$ cat src/rtl/i2c_pkg.sv
// Shared definitions for the I2C requester arbiter: mode codes, field widths,
// FSM state encoding and the mode legality helper.
package i2c_pkg;

  localparam int MODE_W = 8;
  localparam int DEV_W  = 7;
  localparam int REG_W  = 8;
  localparam int DATA_W = 8;

  localparam logic [MODE_W-1:0] I2C_WAIT         = 8'h00;
  localparam logic [MODE_W-1:0] I2C_WRITE_REG    = 8'h01;
  localparam logic [MODE_W-1:0] I2C_READ_REG     = 8'h02;
  localparam logic [MODE_W-1:0] I2C_WRITE_BYTE   = 8'h03;
  localparam logic [MODE_W-1:0] I2C_READ_BYTE    = 8'h04;
  localparam logic [MODE_W-1:0] I2C_WRITE_DIRECT = 8'h05;
  localparam logic [MODE_W-1:0] I2C_READ_DIRECT  = 8'h06;

  typedef enum logic [2:0] {
    ST_IDLE  = 3'd0,
    ST_LATCH = 3'd1,
    ST_START = 3'd2,
    ST_WAIT  = 3'd3,
    ST_DONE  = 3'd4
  } arb_state_e;

  // I2C_WAIT is a master-internal code, so a requester may only ask for 0x01..0x06.
  function automatic logic mode_legal(input logic [MODE_W-1:0] mode);
    return (mode >= I2C_WRITE_REG) && (mode <= I2C_READ_DIRECT);
  endfunction

endpackage

$ cat src/rtl/i2c_rr_pick.sv
// Combinational rotate-priority picker: first set request at or after rr_ptr,
// wrapping around, returned as one-hot, index and valid.
module i2c_rr_pick #(
  parameter int NUM_REQ = 4,
  parameter int IDX_W   = $clog2(NUM_REQ)
) (
  input  logic [NUM_REQ-1:0] req,
  input  logic [IDX_W-1:0]   rr_ptr,
  output logic [NUM_REQ-1:0] pick_oh,
  output logic [IDX_W-1:0]   pick_idx,
  output logic               pick_valid
);

  localparam int PW = IDX_W + 1;
  localparam logic [PW-1:0] NUM_L = PW'(NUM_REQ);

  logic [PW-1:0] pos;

  // Scan from the farthest offset down so the closest request to rr_ptr wins last.
  always_comb begin
    pick_oh    = '0;
    pick_idx   = '0;
    pick_valid = |req;
    pos        = '0;
    for (int k = NUM_REQ - 1; k >= 0; k--) begin
      pos = {1'b0, rr_ptr} + PW'(k);
      if (pos >= NUM_L) pos = pos - NUM_L;
      if (req[pos[IDX_W-1:0]]) pick_idx = pos[IDX_W-1:0];
    end
    if (pick_valid) pick_oh[pick_idx] = 1'b1;
  end

endmodule

$ cat src/rtl/i2c_req_arbiter.sv
// Round-robin arbiter sharing one I2C master core between NUM_REQ requesters.
// Optional WAIT watchdog enabled by defining I2C_ARB_TIMEOUT_EN.
module i2c_req_arbiter
  import i2c_pkg::*;
#(
  parameter int NUM_REQ     = 4,
  parameter int TIMEOUT_CYC = 120000
) (
  input  logic                        clk_12m,
  input  logic                        rst,
  input  logic [NUM_REQ-1:0]          req,
  input  logic [MODE_W*NUM_REQ-1:0]   req_mode,
  input  logic [DEV_W*NUM_REQ-1:0]    req_dev_addr,
  input  logic [REG_W*NUM_REQ-1:0]    req_reg_addr,
  input  logic [DATA_W*NUM_REQ-1:0]   req_wdata,
  output logic [NUM_REQ-1:0]          gnt,
  output logic [NUM_REQ-1:0]          done,
  output logic [DATA_W-1:0]           rdata,
  output logic                        err,
  output logic                        mst_start,
  output logic [MODE_W-1:0]           mst_config,
  output logic [DEV_W-1:0]            mst_dev_addr,
  output logic [REG_W-1:0]            mst_reg_addr,
  output logic [DATA_W-1:0]           mst_wdata,
  input  logic                        mst_done,
  input  logic                        mst_nack,
  input  logic [DATA_W-1:0]           mst_rdata,
  output arb_state_e                  dbg_state
);

  localparam int IDX_W = $clog2(NUM_REQ);

  if (NUM_REQ < 2 || NUM_REQ > 8 || TIMEOUT_CYC < 2) begin : g_bad_params
    $error("i2c_req_arbiter: NUM_REQ must be 2..8 and TIMEOUT_CYC at least 2");
  end

  arb_state_e         state_q, state_d;
  logic [IDX_W-1:0]   rr_ptr, win_idx, pick_idx;
  logic [NUM_REQ-1:0] win_oh, pick_oh;
  logic               pick_valid, err_q, timeout_hit;
  logic [DATA_W-1:0]  rdata_q;

  logic [MODE_W-1:0]  mode_a [NUM_REQ];
  logic [DEV_W-1:0]   dev_a  [NUM_REQ];
  logic [REG_W-1:0]   reg_a  [NUM_REQ];
  logic [DATA_W-1:0]  wdat_a [NUM_REQ];

  for (genvar i = 0; i < NUM_REQ; i++) begin : g_unpack
    assign mode_a[i] = req_mode[MODE_W*i +: MODE_W];
    assign dev_a[i]  = req_dev_addr[DEV_W*i +: DEV_W];
    assign reg_a[i]  = req_reg_addr[REG_W*i +: REG_W];
    assign wdat_a[i] = req_wdata[DATA_W*i +: DATA_W];
  end

  i2c_rr_pick #(.NUM_REQ(NUM_REQ), .IDX_W(IDX_W)) u_pick (
    .req        (req),
    .rr_ptr     (rr_ptr),
    .pick_oh    (pick_oh),
    .pick_idx   (pick_idx),
    .pick_valid (pick_valid)
  );

`ifdef I2C_ARB_TIMEOUT_EN
  localparam int CNT_W = $clog2(TIMEOUT_CYC);
  logic [CNT_W-1:0] wait_cnt;

  always_ff @(posedge clk_12m) begin
    if (rst || state_q != ST_WAIT) wait_cnt <= '0;
    else                           wait_cnt <= wait_cnt + 1'b1;
  end

  assign timeout_hit = (state_q == ST_WAIT) && (wait_cnt == CNT_W'(TIMEOUT_CYC - 1));
`else
  assign timeout_hit = 1'b0;
`endif

  always_comb begin
    state_d = state_q;
    unique case (state_q)
      ST_IDLE:  if (pick_valid) state_d = ST_LATCH;
      ST_LATCH: state_d = mode_legal(mst_config) ? ST_START : ST_DONE;
      ST_START: state_d = ST_WAIT;
      ST_WAIT:  if (mst_done || timeout_hit) state_d = ST_DONE;
      ST_DONE:  state_d = ST_IDLE;
      default:  state_d = ST_IDLE;
    endcase
  end

  // Requests are sampled only in IDLE; later requester activity cannot disturb the latched transaction.
  always_ff @(posedge clk_12m) begin
    if (rst) begin
      state_q      <= ST_IDLE;
      rr_ptr       <= '0;
      win_idx      <= '0;
      win_oh       <= '0;
      mst_config   <= '0;
      mst_dev_addr <= '0;
      mst_reg_addr <= '0;
      mst_wdata    <= '0;
      rdata_q      <= '0;
      err_q        <= 1'b0;
    end else begin
      state_q <= state_d;
      case (state_q)
        ST_IDLE: begin
          if (pick_valid) begin
            win_idx      <= pick_idx;
            win_oh       <= pick_oh;
            mst_config   <= mode_a[pick_idx];
            mst_dev_addr <= dev_a[pick_idx];
            mst_reg_addr <= reg_a[pick_idx];
            mst_wdata    <= wdat_a[pick_idx];
          end
        end
        ST_LATCH: begin
          if (!mode_legal(mst_config)) begin
            err_q   <= 1'b1;
            rdata_q <= '0;
          end
        end
        ST_WAIT: begin
          if (mst_done) begin
            rdata_q <= mst_rdata;
            err_q   <= mst_nack;
          end else if (timeout_hit) begin
            rdata_q <= '0;
            err_q   <= 1'b1;
          end
        end
        ST_DONE: begin
          rr_ptr <= (win_idx == IDX_W'(NUM_REQ - 1)) ? '0 : win_idx + 1'b1;
        end
        default: ;
      endcase
    end
  end

  assign gnt       = (state_q == ST_LATCH || state_q == ST_START || state_q == ST_WAIT) ? win_oh : '0;
  assign done      = (state_q == ST_DONE) ? win_oh : '0;
  assign err       = (state_q == ST_DONE) && err_q;
  assign mst_start = (state_q == ST_START);
  assign rdata     = rdata_q;
  assign dbg_state = state_q;

endmodule

$ cat config.mk
export PLATFORM = sky130hd
export DESIGN_NAME = i2c_req_arbiter
export DESIGN_NICKNAME = d
export VERILOG_FILES = /design/src/rtl/i2c_pkg.sv /design/src/rtl/i2c_rr_pick.sv /design/src/rtl/i2c_req_arbiter.sv
export SDC_FILE = /design/constraint.sdc
export NUM_CORES = 1
export LEC_CHECK = 0
export ABC_AREA = 1
export CAP_MARGIN = 20
export CORE_MARGIN = 2
export CORE_UTILIZATION = 29
export CTS_CLUSTER_DIAMETER = 100
export DETAILED_ROUTE_END_ITERATION = 10
export PLACE_DENSITY_LB_ADDON = 0.25
export SETUP_SLACK_MARGIN = 0.2
export SLEW_MARGIN = 0
export SYNTH_ARGS = -nofsm -noshare
export SYNTH_HDL_FRONTEND = slang
export SYNTH_SLANG_ARGS = --single-unit
$ cat constraint.sdc
create_clock -name clk_12m -period 2.2 [get_ports clk_12m]
set_clock_uncertainty 0.05 [all_clocks]
set_input_delay 0.22 -clock clk_12m [delete_from_list [all_inputs] [get_ports clk_12m]]
set_output_delay 0.22 -clock clk_12m [all_outputs]
set_load 0.005 [all_outputs]
==> out/results.txt, run 1 <==
Status -> finished, final reports clean
Drt pass-1 iters -> 4
Peak supply drop -> 0.326 mV
CP max stage cell -> dfxtp_4
CTS Sinks -> 51
Clock Path Buffers -> 2
DP HPWL -> 9250 um
CP Capture Type -> register
Worst rel slew slack -> 0.651
Core area -> 11600 um2
Final instance area -> 6040 um2
DIE WIDTH -> 113 um
Hold path depth -> 2
Final ANT Viol Nets -> 0
CTS tree -> yes
Clock slew at reported path FFs -> 0.07 ns
PD cells -> 690 nW/um2
CTS Hold Bufs -> 0
Crit Path Category -> reg -> reg
Worst Path Max Fanout -> 8
Post-synth top area share -> 0.294
Port bufs -> 191
Multi-input gate area -> 2100 um2
Class of the worst hold path -> in -> reg
P_leak -> 2.95 nW
GR Util All Layers -> 0.195
Filler cell count -> 1128
Max-capacitance violation count -> 0
Worst reg2reg path depth -> 14
Fin Hold WS -> 0.333 ns
Max Freq -> 526 MHz
Top area cells in the synthesized netlist -> dfxtp_1 29%, nand2_1 27%, nand3_1 15%
Root buf cell -> clkbuf_16
Dpl cell area -> 5530 um2
Yosys warns -> 0
Initial DRC count -> 165
Min Tclk post-route -> 1.90 ns
Final hold vios -> 0
Yosys top cell by area -> dfxtp_1
IO Count -> 192
Vias -> 4542
Startpoint types -> register
DIE AREA -> 12900 um2
First-pass GRT wire length -> 20500 um
Crit-path cells -> buf_6, o21ai_2, nand2_1, nand3_2, nand2_4, nand2_8, nand2_8, clkbuf_16, nand2_1, nand2_1, nand2_1, nand3_1, nand2_1, inv_1
Mapped Avg Cell Area -> 5.58 um2
RSZ-0062 raised after global routing -> no
Vias in the first global route -> 4394
Routed WL -> 13400 um
Antenna violations before repair -> 0
Most frequent cells in the layout -> 250 x nand2_1, 186 x clkdlybuf4s50_1, 102 x nand3_1
Antenna Cells -> 0
Post-Route Utilization -> 0.522
WL/cell -> 13.9 um
Final setup viols -> 0
Syn Nets -> 764
Largest net degree at the start of global routing -> 37
Area grow syn2layout -> 73.8%
Main synth FF type -> dfxtp_1
Number of synthesized flops with an enable pin -> 0
Measured slew at the worst slew-check pin -> 0.523 ns
# DRC -> 0
Die Y -> 113 um
Final worst path period share -> 0.864
GRT overflow -> 0
FF+latch area -> 1030 um2
Cell row count -> 39
Count of different cell masters after synthesis -> 24
Final nets -> 955
Skew-Pair Late Insertion Delay -> 0.29 ns
Fraction of layout cells with a size suffix above 1 -> 0.0736
Worst Path Required -> 2.35 ns
Initial core utilization -> 0.300
CP most frequent cell -> nand2_1
Largest stage delay on the critical path -> 0.37 ns
Async S/R FF share, synth -> 0
CP arrival -> 2.05 ns
GP Congestion -> 0.809
Register area share after synthesis -> 0.294
Synthesized area -> 3470 um2
Final Non-Filler Cells -> 958
Cells after DPL -> 935
Num CTS Buffers -> 5
Max-slew violations -> 0
H-tree lvl count -> 2
Vias per cell -> 4.74
Post-Synthesis Cells -> 623
Most common cell after layout, fill and taps aside -> nand2_1
Yosys reg bits -> 51
==> final timing paths <==
kind | startpoint | to | slack (ns)
worst max-delay path | rr_ptr[0] | mst_wdata[0] | 0.30
worst min-delay path | rst | dbg_state[2] | 0.33
worst max register to register | rr_ptr[0] | mst_wdata[0] | 0.30
worst min register to register | rdata[1] | rdata[1] | 0.42
==> cell families (layout without fill, tap and decap cells) <==
group | Yosys count | count (layout) | synth area share
AND/OR/NAND/NOR | 444 | 446 | 0.530
buffers and inverters | 96 | 286 | 0.126
flip-flops | 51 | 51 | 0.294
adder cells (fa/ha/maj) | 1 | 1 | 0.00360
AO/OA/AOI/OAI | 31 | 31 | 0.0472
==> registers in the layout (all words and copies together) (netlist names) <==
name and flops:
dbg_state 3, err_q 1, mst_config 8, mst_dev_addr 7
mst_reg_addr 8, mst_wdata 8, rdata 8, rr_ptr 2
win_idx 2, win_oh 4
==> what timing repair did <==
| action | CTS | global route |
|---|---|---|
| cloned | 0 | 10 |
| pin swaps | 1 | 5 |
| setup buffers | 0 | 5 |
| endpoints found under the setup margin | 8 | 46 |
| gates resized for setup | 3 | 30 |
==> per-stage QoR <==
stage                     setup TNS (ns)  total power [W]  setup WS [ns]
after floorplan                        0          0.00228          0.558
after global placement           -0.0140          0.00308        -0.0140
after detailed placement          -0.771          0.00312        -0.0841
after CTS                              0          0.00396          0.201
after global routing                   0          0.00451          0.168
final                                  0          0.00417          0.299
==> routing by layer <==
metal,global-route usage,routed length [um],vias up
met5,0,0,-
met4,0.0610,165,0
met3,0.0478,986,13
met2,0.354,6690,152
met1,0.226,5510,2056
li1,-,-,2321
==> cells in the mapped netlist, types with 2 or more instances <==
library cell and count:
buf_6 7, nand4_1 2, nor2_2 2, nand3_1 103, o21ai_0 5, nor2_1 74, nand2_1 253, dfxtp_1 51
o21ai_1 3, inv_2 6, a21oi_1 20, nor3_1 3, clkbuf_1 10, buf_2 19, nand3_2 2, inv_1 54
a221oi_1 2
==> layout make-up <==
class | instances | share of cell area
timing repair buffer | 218 | 0.390
multi-input combinational | 478 | 0.347
sequential | 51 | 0.170
inverter | 60 | 0.0377
tap | 143 | 0.0296
clock buffer | 6 | 0.0230
clock inverter | 2 | 0.00269
==> power breakdown <==
group / total [W] / switching, W / internal (W)
clock: 0.000811 / 0.000356 / 0.000455
sequential: 0.00118 / 0.0000957 / 0.00108
combinational: 0.00218 / 0.00109 / 0.00109
total: 0.00417 / 0.00154 / 0.00263
==> worst max-delay path, delay by kind of cell (launching register included) <==
kind / cells / cell delay (ns)
flip-flops: 1 / 0.37
AND/OR/NAND/NOR: 10 / 0.88
AO/OA/AOI/OAI: 1 / 0.15
buffers and inverters: 3 / 0.36
(Power assumes the default switching activity.)
==> run 2, diff against run 1 <==
--- a/config.mk
+++ b/config.mk
@@ -9,6 +9,7 @@
 export CAP_MARGIN = 20
 export CORE_MARGIN = 2
 export CORE_UTILIZATION = 29
+export CTS_BUF_LIST = sky130_fd_sc_hd__clkbuf_16
 export CTS_CLUSTER_DIAMETER = 100
 export DETAILED_ROUTE_END_ITERATION = 10
 export PLACE_DENSITY_LB_ADDON = 0.25
==> constraint.sdc (replaced) <==
create_clock -name clk_12m -period 2.2 [get_ports clk_12m]
set_clock_uncertainty 0.05 [all_clocks]
set_input_delay 0.33 -clock clk_12m [delete_from_list [all_inputs] [get_ports clk_12m]]
set_output_delay 0.33 -clock clk_12m [all_outputs]
set_load 0.005 [all_outputs]
==> run 2 against run 1 <==
Combinational power about the same; non-clock buffer count up 2; via count down 1.5%; largest power group unchanged; power down 1.1%.
==> out/results.txt, run 2 (synthesized netlist as in run 1, its figures left out) <==
Clock slew at reported path FFs -> 0.07 ns
CP most frequent cell -> nor2_1
Most frequent cells in the layout -> 247 x nand2_1, 186 x clkdlybuf4s50_1, 101 x nand3_1
Combinational Power Share -> 0.524
IO Count -> 192
Startpoint types -> register
Worst reg2reg path depth -> 15
GP Congestion -> 0.798
GRT overflow -> 0
Fin Hold WS -> 0.414 ns
Area grow syn2layout -> 73.9%
Switching power -> 0.00152 W
Peak supply drop -> 0.381 mV
CP bufs+invs -> 1
Final hold vios -> 0
Multi-input gate area -> 2100 um2
Max-slew violations -> 0
CP top delay family -> buffers and inverters
Clock Path Buffers -> 2
P_leak -> 2.94 nW
H-tree lvl count -> 2
# DRC -> 0
Measured slew at the worst slew-check pin -> 0.511 ns
Switching Share -> 0.369
Antenna Cells -> 0
CP max stage cell -> clkdlybuf4s50_1
Worst Path Required -> 1.82 ns
Skew-Pair Late Insertion Delay -> 0.29 ns
Min Tclk post-route -> 1.92 ns
Final setup viols -> 0
Vias -> 4476
Vias in the first global route -> 4363
Setup ws final -> 0.285 ns
Initial DRC count -> 206
CTS tree -> yes
First-pass GRT wire length -> 20000 um
DIE WIDTH -> 113 um
Crit-path cells -> nor2_1, nand2_2, nor2_1, clkdlybuf4s50_1
Drt pass-1 iters -> 8
WP depth -> 4
Cell row count -> 39
Vias per cell -> 4.67
Hold path depth -> 2
Core area -> 11600 um2
Final worst path period share -> 0.871
RSZ-0062 raised after global routing -> yes
Clock share of power -> 0.189
Register share of total power -> 0.288
Final ANT Viol Nets -> 0
CP Capture Type -> primary output
Pint -> 0.00260 W
CTS Sinks -> 51
CTS Hold Bufs -> 0
Crit Path Category -> reg -> out
CP arrival -> 1.54 ns
Die Y -> 113 um
Max Freq -> 522 MHz
Port bufs -> 191
Largest stage delay on the critical path -> 0.51 ns
Worst Path Max Fanout -> 7
Antenna violations before repair -> 0
PD cells -> 682 nW/um2
Num CTS Buffers -> 5
Status -> finished, final reports clean
DIE AREA -> 12900 um2
Max-capacitance violation count -> 0
Routed WL -> 12900 um
Class of the worst hold path -> reg -> reg
Pre-CTS setup slack -> -0.118 ns
FF+latch area -> 1030 um2
Filler cell count -> 1153
Fraction of layout cells with a size suffix above 1 -> 0.0773
GR Util All Layers -> 0.188
DP HPWL -> 9340 um
Largest net degree at the start of global routing -> 37
Final nets -> 955
Worst rel slew slack -> 0.659
Root buf cell -> clkbuf_16
Initial core utilization -> 0.300
WL/cell -> 13.5 um
Most common cell after layout, fill and taps aside -> nand2_1
==> run 2: cell types whose count changed in the layout (fill, tap and decap cells not counted), sizes merged <==
| cell | delta |
|---|---|
| buf | +2 |
| clkbuf | -1 |
| clkinv | +1 |
| nand2 | -1 |
| nor2 | -1 |
==> run 2: path summary, 6_finish.rpt <==
path                startpoint  slack (ns)           end
setup / recovery  dbg_state[0]        0.28       done[3]
setup reg to reg     rr_ptr[0]        0.31  mst_wdata[2]
hold reg to reg       rdata[6]        0.41      rdata[6]
hold / removal        rdata[6]        0.41      rdata[6]
==> run 2: worst reg2reg max path: stages, from the launching register on <==
cell and delay (ns):
dfxtp_4 0.42, inv_2 0.08, nand2_1 0.07, nand3_1 0.11, nand2_2 0.11, nand3_4 0.10
nand2_4 0.11, nand2_8 0.09, nand2_8 0.16, clkbuf_16 0.20, nand2_1 0.06, nand2_1 0.06
nand2_1 0.05, nand3_1 0.09, nand2_1 0.05, inv_1 0.04
==> run 2: final cells by class <==
class	instances	share of cell area
Clock buffer	5	0.0207
Clock inverter	3	0.00331
Inverter	60	0.0373
Multi-Input combinational cell	476	0.348
Sequential cell	51	0.170
Tap cell	143	0.0296
Timing Repair Buffer	220	0.391
==> run 2: per-stage QoR <==
step                      cell area [um2]  utilization  TNS, ns  std cells  power (W)
after floorplan                      3470            -        0        623    0.00228
after global placement               5580        0.483   -0.128        938    0.00312
after detailed placement             5580        0.483    -1.98        938    0.00315
after CTS                            5730        0.496        0        946    0.00395
after global routing                 6040        0.523        0        958    0.00446
final                                6040        0.523        0        958    0.00412
==> run 2: metal layers <==
layer  up-vias  track usage  wire, um
li1       2321            -         -
met2       173        0.346      6550
met3        13       0.0462      1000
met5         -            0         0
met4         0       0.0431       119
met1      1969        0.221      5270
==> run 2: what timing repair did <==
| item | in CTS | in global routing |
|---|---|---|
| cloned | 0 | 6 |
| setup endpoints to repair | 15 | 47 |
| setup buffers | 0 | 6 |
| pin swaps | 0 | 8 |
| gates resized for setup | 3 | 30 |
==> run 2: power by group through the flow <==
stage,Combinational [W],Sequential (W),Clock (W)
after floorplan,0.00108,0.00119,0
after global routing,0.00241,0.00121,0.000840
final,0.00216,0.00119,0.000778
after detailed placement,0.00195,0.00120,0
after global placement,0.00192,0.00120,0
after CTS,0.00196,0.00119,0.000807
